File: src/rtl/maquina_receptor.sv
// Snooping-side MSI controller: holds per-line state, applies local writes, reacts to bus messages.
// Snoop takes 3 cycles (+ wbAck wait); msgPronta/atualizaPronta low outside ESPERA. Optional ESTATISTICAS_EN counters.
module maquina_receptor #(
  parameter int LARG_INDICE = 2
) (
  input  logic                   clock,
  input  logic                   reset,
  input  logic                   msgValida,
  input  logic [1:0]             msgBarramento,
  input  logic [LARG_INDICE-1:0] indiceBarramento,
  output logic                   msgPronta,
  input  logic                   atualizaValida,
  input  logic [LARG_INDICE-1:0] atualizaIndice,
  input  logic [1:0]             atualizaEstado,
  output logic                   atualizaPronta,
  input  logic [LARG_INDICE-1:0] consultaIndice,
  output logic [1:0]             estadoConsulta,
  output logic                   wbReq,
  output logic [LARG_INDICE-1:0] wbIndice,
  input  logic                   wbAck,
  output logic                   abortaMemoria,
  output logic                   erroProtocolo
`ifdef ESTATISTICAS_EN
  ,
  output logic [7:0]             contWriteBack,
  output logic [7:0]             contInvalidacoes
`endif
);

  localparam int NUM_LINHAS = 2**LARG_INDICE;

  localparam logic [1:0] INVALIDAR  = 2'b00;
  localparam logic [1:0] READ_MISS  = 2'b01;
  localparam logic [1:0] WRITE_MISS = 2'b10;
  localparam logic [1:0] SEM_MSG    = 2'b11;

  localparam logic [1:0] INVALIDO      = 2'b00;
  localparam logic [1:0] MODIFICADO    = 2'b01;
  localparam logic [1:0] COMPARTILHADO = 2'b10;

  typedef enum logic [1:0] {ESPERA, ANALISA, WRITEBACK, ATUALIZA} fase_t;

  fase_t                  fase;
  logic [1:0]             estados [NUM_LINHAS];
  logic [1:0]             msg_r;
  logic [LARG_INDICE-1:0] idx_r;
  logic [1:0]             prox_r;

  logic [1:0] estado_novo;
  logic [1:0] estado_visto;
  logic [1:0] s_calc;
  logic       wb_calc;
  logic       erro_calc;

  assign estadoConsulta = estados[consultaIndice];

  always_comb begin
    estado_novo  = (atualizaEstado == 2'b11) ? INVALIDO : atualizaEstado;
    // abortaMemoria is registered, so the accept cycle must already see a same-cycle local write
    estado_visto = (atualizaValida && atualizaIndice == indiceBarramento) ?
                   estado_novo : estados[indiceBarramento];
    s_calc    = INVALIDO;
    wb_calc   = 1'b0;
    erro_calc = 1'b0;
    case (estados[idx_r])
      MODIFICADO: begin
        case (msg_r)
          READ_MISS:  begin s_calc = COMPARTILHADO; wb_calc = 1'b1; end
          WRITE_MISS: begin s_calc = INVALIDO;      wb_calc = 1'b1; end
          default:    begin s_calc = INVALIDO;      erro_calc = 1'b1; end
        endcase
      end
      COMPARTILHADO: s_calc = (msg_r == READ_MISS) ? COMPARTILHADO : INVALIDO;
      default:       s_calc = INVALIDO;
    endcase
  end

  always_ff @(posedge clock) begin
    if (reset) begin
      for (int i = 0; i < NUM_LINHAS; i++) estados[i] <= INVALIDO;
      fase           <= ESPERA;
      msg_r          <= INVALIDAR;
      idx_r          <= '0;
      prox_r         <= INVALIDO;
      msgPronta      <= 1'b1;
      atualizaPronta <= 1'b1;
      wbReq          <= 1'b0;
      wbIndice       <= '0;
      abortaMemoria  <= 1'b0;
      erroProtocolo  <= 1'b0;
`ifdef ESTATISTICAS_EN
      contWriteBack    <= 8'd0;
      contInvalidacoes <= 8'd0;
`endif
    end else begin
      abortaMemoria <= 1'b0;
      case (fase)
        ESPERA: begin
          if (atualizaValida) estados[atualizaIndice] <= estado_novo;
          if (msgValida && msgBarramento != SEM_MSG) begin
            msg_r          <= msgBarramento;
            idx_r          <= indiceBarramento;
            fase           <= ANALISA;
            msgPronta      <= 1'b0;
            atualizaPronta <= 1'b0;
            abortaMemoria  <= (msgBarramento == READ_MISS) && (estado_visto == MODIFICADO);
          end
        end
        ANALISA: begin
          prox_r <= s_calc;
          if (erro_calc) erroProtocolo <= 1'b1;
          if (wb_calc) begin
            fase     <= WRITEBACK;
            wbReq    <= 1'b1;
            wbIndice <= idx_r;
          end else begin
            fase <= ATUALIZA;
          end
        end
        WRITEBACK: begin
          if (wbAck) begin
            wbReq <= 1'b0;
            fase  <= ATUALIZA;
`ifdef ESTATISTICAS_EN
            if (contWriteBack != 8'hFF) contWriteBack <= contWriteBack + 8'd1;
`endif
          end
        end
        ATUALIZA: begin
          estados[idx_r] <= prox_r;
          fase           <= ESPERA;
          msgPronta      <= 1'b1;
          atualizaPronta <= 1'b1;
`ifdef ESTATISTICAS_EN
          if (estados[idx_r] != INVALIDO && prox_r == INVALIDO && contInvalidacoes != 8'hFF)
            contInvalidacoes <= contInvalidacoes + 8'd1;
`endif
        end
        default: fase <= ESPERA;
      endcase
    end
  end

endmodule

File: config.mk
export PLATFORM = sky130hd
export DESIGN_NAME = maquina_receptor
export DESIGN_NICKNAME = d
export VERILOG_FILES = /design/src/rtl/maquina_receptor.sv
export SDC_FILE = /design/constraint.sdc
export NUM_CORES = 1
export LEC_CHECK = 0
export CORE_UTILIZATION = 55
export CTS_CLUSTER_SIZE = 28
export DETAILED_ROUTE_END_ITERATION = 8
export PLACE_DENSITY_LB_ADDON = 0.1
export SYNTH_ARGS = -nofsm -noshare
export SYNTH_HDL_FRONTEND = slang
export SYNTH_SLANG_ARGS = --single-unit
File: constraint.sdc
create_clock -name clock -period 3.6 [get_ports clock]
set_input_delay 0.72 -clock clock [delete_from_list [all_inputs] [get_ports clock]]
set_output_delay 0.72 -clock clock [all_outputs]
set_load 0.03 [all_outputs]
# Word-level counts from Yosys, hierarchy flattened
# Memory sizes are Yosys's and may differ from the RTL's. A register that Yosys moved wholly into a read port is not among the register bits.
# Cells that the tools add are included.
# W data, S select, Z words.
[classes]
eq_ne = 15
n_reduce_logical = 17
muxes = 34
n_bitwise = 2
[ops]
columns = ["cell", "count"]
rows = [
  ["$mux W2", 12],
  ["$mux W1", 19],
  ["$eq A2 B1 Y1 const B", 5],
  ["$eq A2 B2 Y1 const B", 5],
  ["$reduce_and A2 Y1", 5],
  ["$ne A2 B2 Y1 const B", 4],
  ["$pmux W2 S4", 1],
  ["$reduce_or A2 Y1", 4],
  ["$pmux W1 S2", 2],
  ["$reduce_bool A2 Y1", 2],
  ["$logic_and A1 B1 Y1", 3],
  ["$reduce_and A3 Y1", 1],
  ["$reduce_or A3 Y1", 1],
  ["$eq A2 B2 Y1", 1],
  ["$logic_not A2 Y1", 1],
  ["$not A1 Y1", 2],
]
[totals]
word_cells = 78
n_memories = 1
reg_bits = 14
mem_bits_rw = 8
out_inout_bits = 9
inputBits = 15
[memory_table]
columns = ["name", "words", "width", "rd", "rd_ports_with_merged_regs", "write_ports", "line", "source"]
rows = [
  ["estados", 4, 2, 3, 1, 4, "44", "logic [1:0] estados [NUM_LINHAS];"],
]

# Depth between registers and ports, before layout
[depth]
depth_word = 7
depth_mapped = 7
ltp_nobuf = 7

# Worst setup path before layout
# OpenSTA, ideal clock, no wires.
[synth_path]
path_kind = "in2out"
start = "input port consultaIndice[0]"
end = "output port estadoConsulta[0]"
stages = 1
t_required_ns = 2.880
arrival_time_ns = 1.302
slack_ns = 1.578
path_buffers = 0
path_cell_list = "mux4_2"
[synth_between]
elab_chain_len = 1
[synth_rtl]
columns = ["element", "line", "source"]
rows = [
  ["from (decl)", "16", "input logic [LARG_INDICE-1:0] consultaIndice,"],
  ["$mem_v2 Z4 W2", "-", ""],
  ["to (decl)", "17", "output logic [1:0] estadoConsulta,"],
]
# No other way between the ends.

# Worst setup path in the final report
[layout_path]
start = "input port consultaIndice[0]"
end = "output port estadoConsulta[1]"
# Same word-level chain as after synthesis.

==> metrics.log <==
INFO  metric numCtsBuffers = 3
INFO  metric postSynthRegisterBits = 23
INFO  metric synth_top_family_by_area = simple AND/OR/NAND/NOR gates
INFO  metric cp-start-kind = input port
INFO  metric share_of_post_route_cells_with_drive_strength_above_1 = 0.0884
INFO  metric ys_top_cells_by_count = 15 x sky130_fd_sc_hd__dfxtp_1, 14 x sky130_fd_sc_hd__nor2_1, 11 x sky130_fd_sc_hd__nand2_1
INFO  metric worst-path-buf-inv = 2
INFO  metric power_switching = 282 uW
INFO  metric top_delay_family_on_crit_path = buffers and inverters
INFO  metric synth_enable_flop_cells = 8
INFO  metric floorplan.die_area = around 0.0025 sq mm
INFO  metric syn_avg_cell_area = roughly 10 sq um
INFO  metric gp_congestion = 0.789
INFO  metric antenna_cells_inserted = 0
INFO  metric die_x = about 50 um
INFO  metric clock_power_share = 0.153
INFO  metric clock_sinks = 23
INFO  metric route.final.wire_length = ~2.7 mm
INFO  metric worst_clock_skew = approximately 0.0059 ns
INFO  metric worst_hold_check_path_type = reg2reg
INFO  metric yosys-top-cells-area = sky130_fd_sc_hd__dfxtp_1 24%, sky130_fd_sc_hd__edfxtp_1 19%, sky130_fd_sc_hd__mux4_2 7.1%
INFO  metric synth.top_cell.area_share = 0.238
INFO  metric grt_setup_unrepaired = false
INFO  metric total_leakage_power = slightly below 0.0006 uW
INFO  metric post_drt_via_cell_ratio = 5.89
INFO  metric core_region_area = slightly above 0.002 sq mm
INFO  metric end_kind = output pin
INFO  metric routed-via-count = about 1000
INFO  metric cts-root-to-sink-buffers = 2
INFO  metric hold_viol_final = 0
INFO  metric worstSkewPairLatency = a little over 0.3 ns
INFO  metric first_pass_grt_wire_length = around 4.6 mm
INFO  metric portBuffers = 23
INFO  metric synth-main-ff-cell = sky130_fd_sc_hd__dfxtp_1
INFO  metric first_pass_iters = 5
INFO  metric report.power.total = 779 uW
INFO  metric number_of_setup_violations_in_the_final_report = 0
INFO  metric worst_path_max_delay_cell = sky130_fd_sc_hd__clkdlybuf4s50_1
INFO  metric fin_crit = approximately 3.1 ns
INFO  metric synth_adder_area_share = 0.0694
INFO  metric postRouteAntennaNets = 0
INFO  metric ratio_of_total_power_to_cell_area = ~510 mW/mm^2
INFO  metric complex_gate_fraction_of_the_synthesized_area = 0.114
INFO  metric seq_area_frac_synth = 0.429
INFO  metric synth.most_common_cell = sky130_fd_sc_hd__dfxtp_1
INFO  metric cts.repair_timing.setup_buffer_count = 0
INFO  metric grt_pass1_vias = around 1000
INFO  metric final_design_area_no_fill = between 0.0015 and 0.002 sq mm
INFO  metric yosysWarningCount = 0
INFO  metric yosys.area_share.xor_xnor = 0.0139
INFO  metric drt_iter0_drc = 18
INFO  metric totalNegativeSetupSlack = 0 ns
INFO  metric tritoncts = done
INFO  metric crit_required = 2.88 ns
INFO  metric post_synth_mux_area_share = 0.119
INFO  metric setup.worst_path.class = in2out
INFO  metric timing.max_slew.rel_slack = 0.609
INFO  metric htree_num_levels = 1
INFO  metric design.portCount = 24
INFO  metric areaGrowthSynthToFinish = 21.7%
INFO  metric finalMaxSlewViolations = 0
INFO  metric critical-path-max-stage-delay = about 0.60 ns
INFO  metric netlist_area = about 0.0013 sq mm
INFO  metric max_freq = roughly 0.32 GHz
INFO  metric cts_root_buffer = sky130_fd_sc_hd__clkbuf_4
INFO  metric power_frac_comb = 0.405
INFO  metric cp.arrival = roughly 2.4 ns
INFO  metric placement.cell_area = ~0.0015 sq mm
INFO  metric grt_remaining_overflow = 0
INFO  metric max_cap_viol_count = 0
INFO  metric run_status = finished clean
INFO  metric postSynth.asyncResetShare = 0
INFO  metric route.detailed.drc = 0
INFO  metric postCtsHoldBufs = 0
INFO  metric hold-worst-slack = slightly below 0.5 ns
INFO  metric synthCells = ~120
INFO  metric final.period_utilization = 0.863
INFO  metric wire_per_inst = 15.6 um
INFO  metric seq_power_share = 0.442
INFO  metric critical-path-top-cell-by-count = sky130_fd_sc_hd__clkdlybuf4s50_1
INFO  metric global_route.usage.total = 0.246
INFO  metric yosys.area.top_type = sky130_fd_sc_hd__dfxtp_1
INFO  metric crit_chain = clkdlybuf4s50_1 -> mux4_2 -> clkdlybuf4s50_1
INFO  metric chipHeight = roughly 50 um
INFO  metric fin_nets = between 150 and 200
INFO  metric switch_share = 0.362
INFO  metric post_cts.resized_instances = 0
INFO  metric synthDistinctLibCells = 38
INFO  metric mappedNetlistNets = approximately 150
INFO  metric pin_count_of_the_biggest_net_entering_global_routing = 17
INFO  metric grt_antenna_before_repair = 0
INFO  metric clk_pin_slew = around 0.12 ns
INFO  metric worst_slew_pin_slew = about 0.6 ns
INFO  metric synth_simple_gate_area_share = 0.215
INFO  metric critPathMaxFanout = 2
INFO  metric p_int = 497 uW
INFO  metric worst_ir_drop_vdd = about 0.00039 V
INFO  metric starting_density = 0.612
INFO  metric row_count = 16
-- kinds of logic (layout without fill, tap and decap cells) --
| group | after synthesis | in the layout |
|---|---|---|
| buffers and inverters | 12 | 36 |
| and+or+nand+nor | 49 | 49 |
| muxes | 10 | 10 |
| xor gates and xnor gates | 2 | 2 |
| AOI/OAI and AO/OA | 20 | 20 |
| adders and majority gates | 7 | 7 |
| DFF | 23 | 23 |
-- power groups by stage --
| stage | sequential (uW) | clock [uW] | combinational [uW] |
|---|---|---|---|
| 6_report | 344 | 119 | 316 |
| 5_1_grt | 350 | 132 | 342 |
| 4_1_cts | 344 | 121 | 315 |
| 3_5_place_dp | 350 | 0 | 314 |
| 3_3_place_gp | 348 | 0 | 298 |
| 2_1_floorplan | 351 | 0 | 218 |
-- state kept, by name, summed over array words and instances (netlist names), named ones only --
register / cells
wbReq: 1
estados: 8
fase: 2
msg_r: 2
atualizaPronta: 1
wbIndice: 2
prox_r: 1
abortaMemoria: 1
idx_r: 2
erroProtocolo: 1
-- area by class of cell --
class                   instances  area (sq um)
clock buffers                   4          26.3
fillers                       153           527
inverters                       9          33.8
multi-input cells              88           671
flip-flops and latches         23           541
well taps                      27          33.8
repair buffers                 23           230
-- tightest hold or removal path, cell delays in order (launching register included) --
cell and delay [ns]:
sky130_fd_sc_hd__dfxtp_1 0.34, sky130_fd_sc_hd__nand2_1 0.06, sky130_fd_sc_hd__a21oi_1 0.05
-- stage by stage --
stage               utilization  instances  worst slack, ns
finish                    0.745        174            0.493
global route              0.745        174            0.446
CTS                       0.745        174            0.484
global placement          0.732        170            0.534
detailed placement        0.732        170            0.489
floorplan                     -        123             1.58
-- layout by cell type, fill, tap and decap left out, drive strengths merged, types with 3 or more instances in the layout --
cell	instances
nand2	12
dfxtp	15
nand2b	7
nor2b	3
nor2	14
inv	9
mux2i	6
nand3b	3
edfxtp	8
a21oi	5
o21ai	3
clkdlybuf4s50	23
ha	7
mux4	4
clkbuf	4
-- path summary, 6_finish.rpt --
path | startpoint | endpoint | slack, ns | cells after the start
max reg2reg | estados[2][0]$_SDFFCE_PN0P_ | fase[0]$_SDFFE_PP0P_ | 1.68 | 6
max | consultaIndice[0] | estadoConsulta[1] | 0.49 | 3
min reg2reg | wbReq$_SDFFE_PP0P_ | wbReq$_SDFFE_PP0P_ | 0.49 | 2
min | wbReq$_SDFFE_PP0P_ | wbReq$_SDFFE_PP0P_ | 0.49 | 2
-- layer usage --
layer  GRT usage  share of wire
met5           0              0
met4       0.100          0.025
met3      0.0772          0.064
met2       0.399           0.47
met1       0.302           0.44
Power figures use the tool's default switching activity.
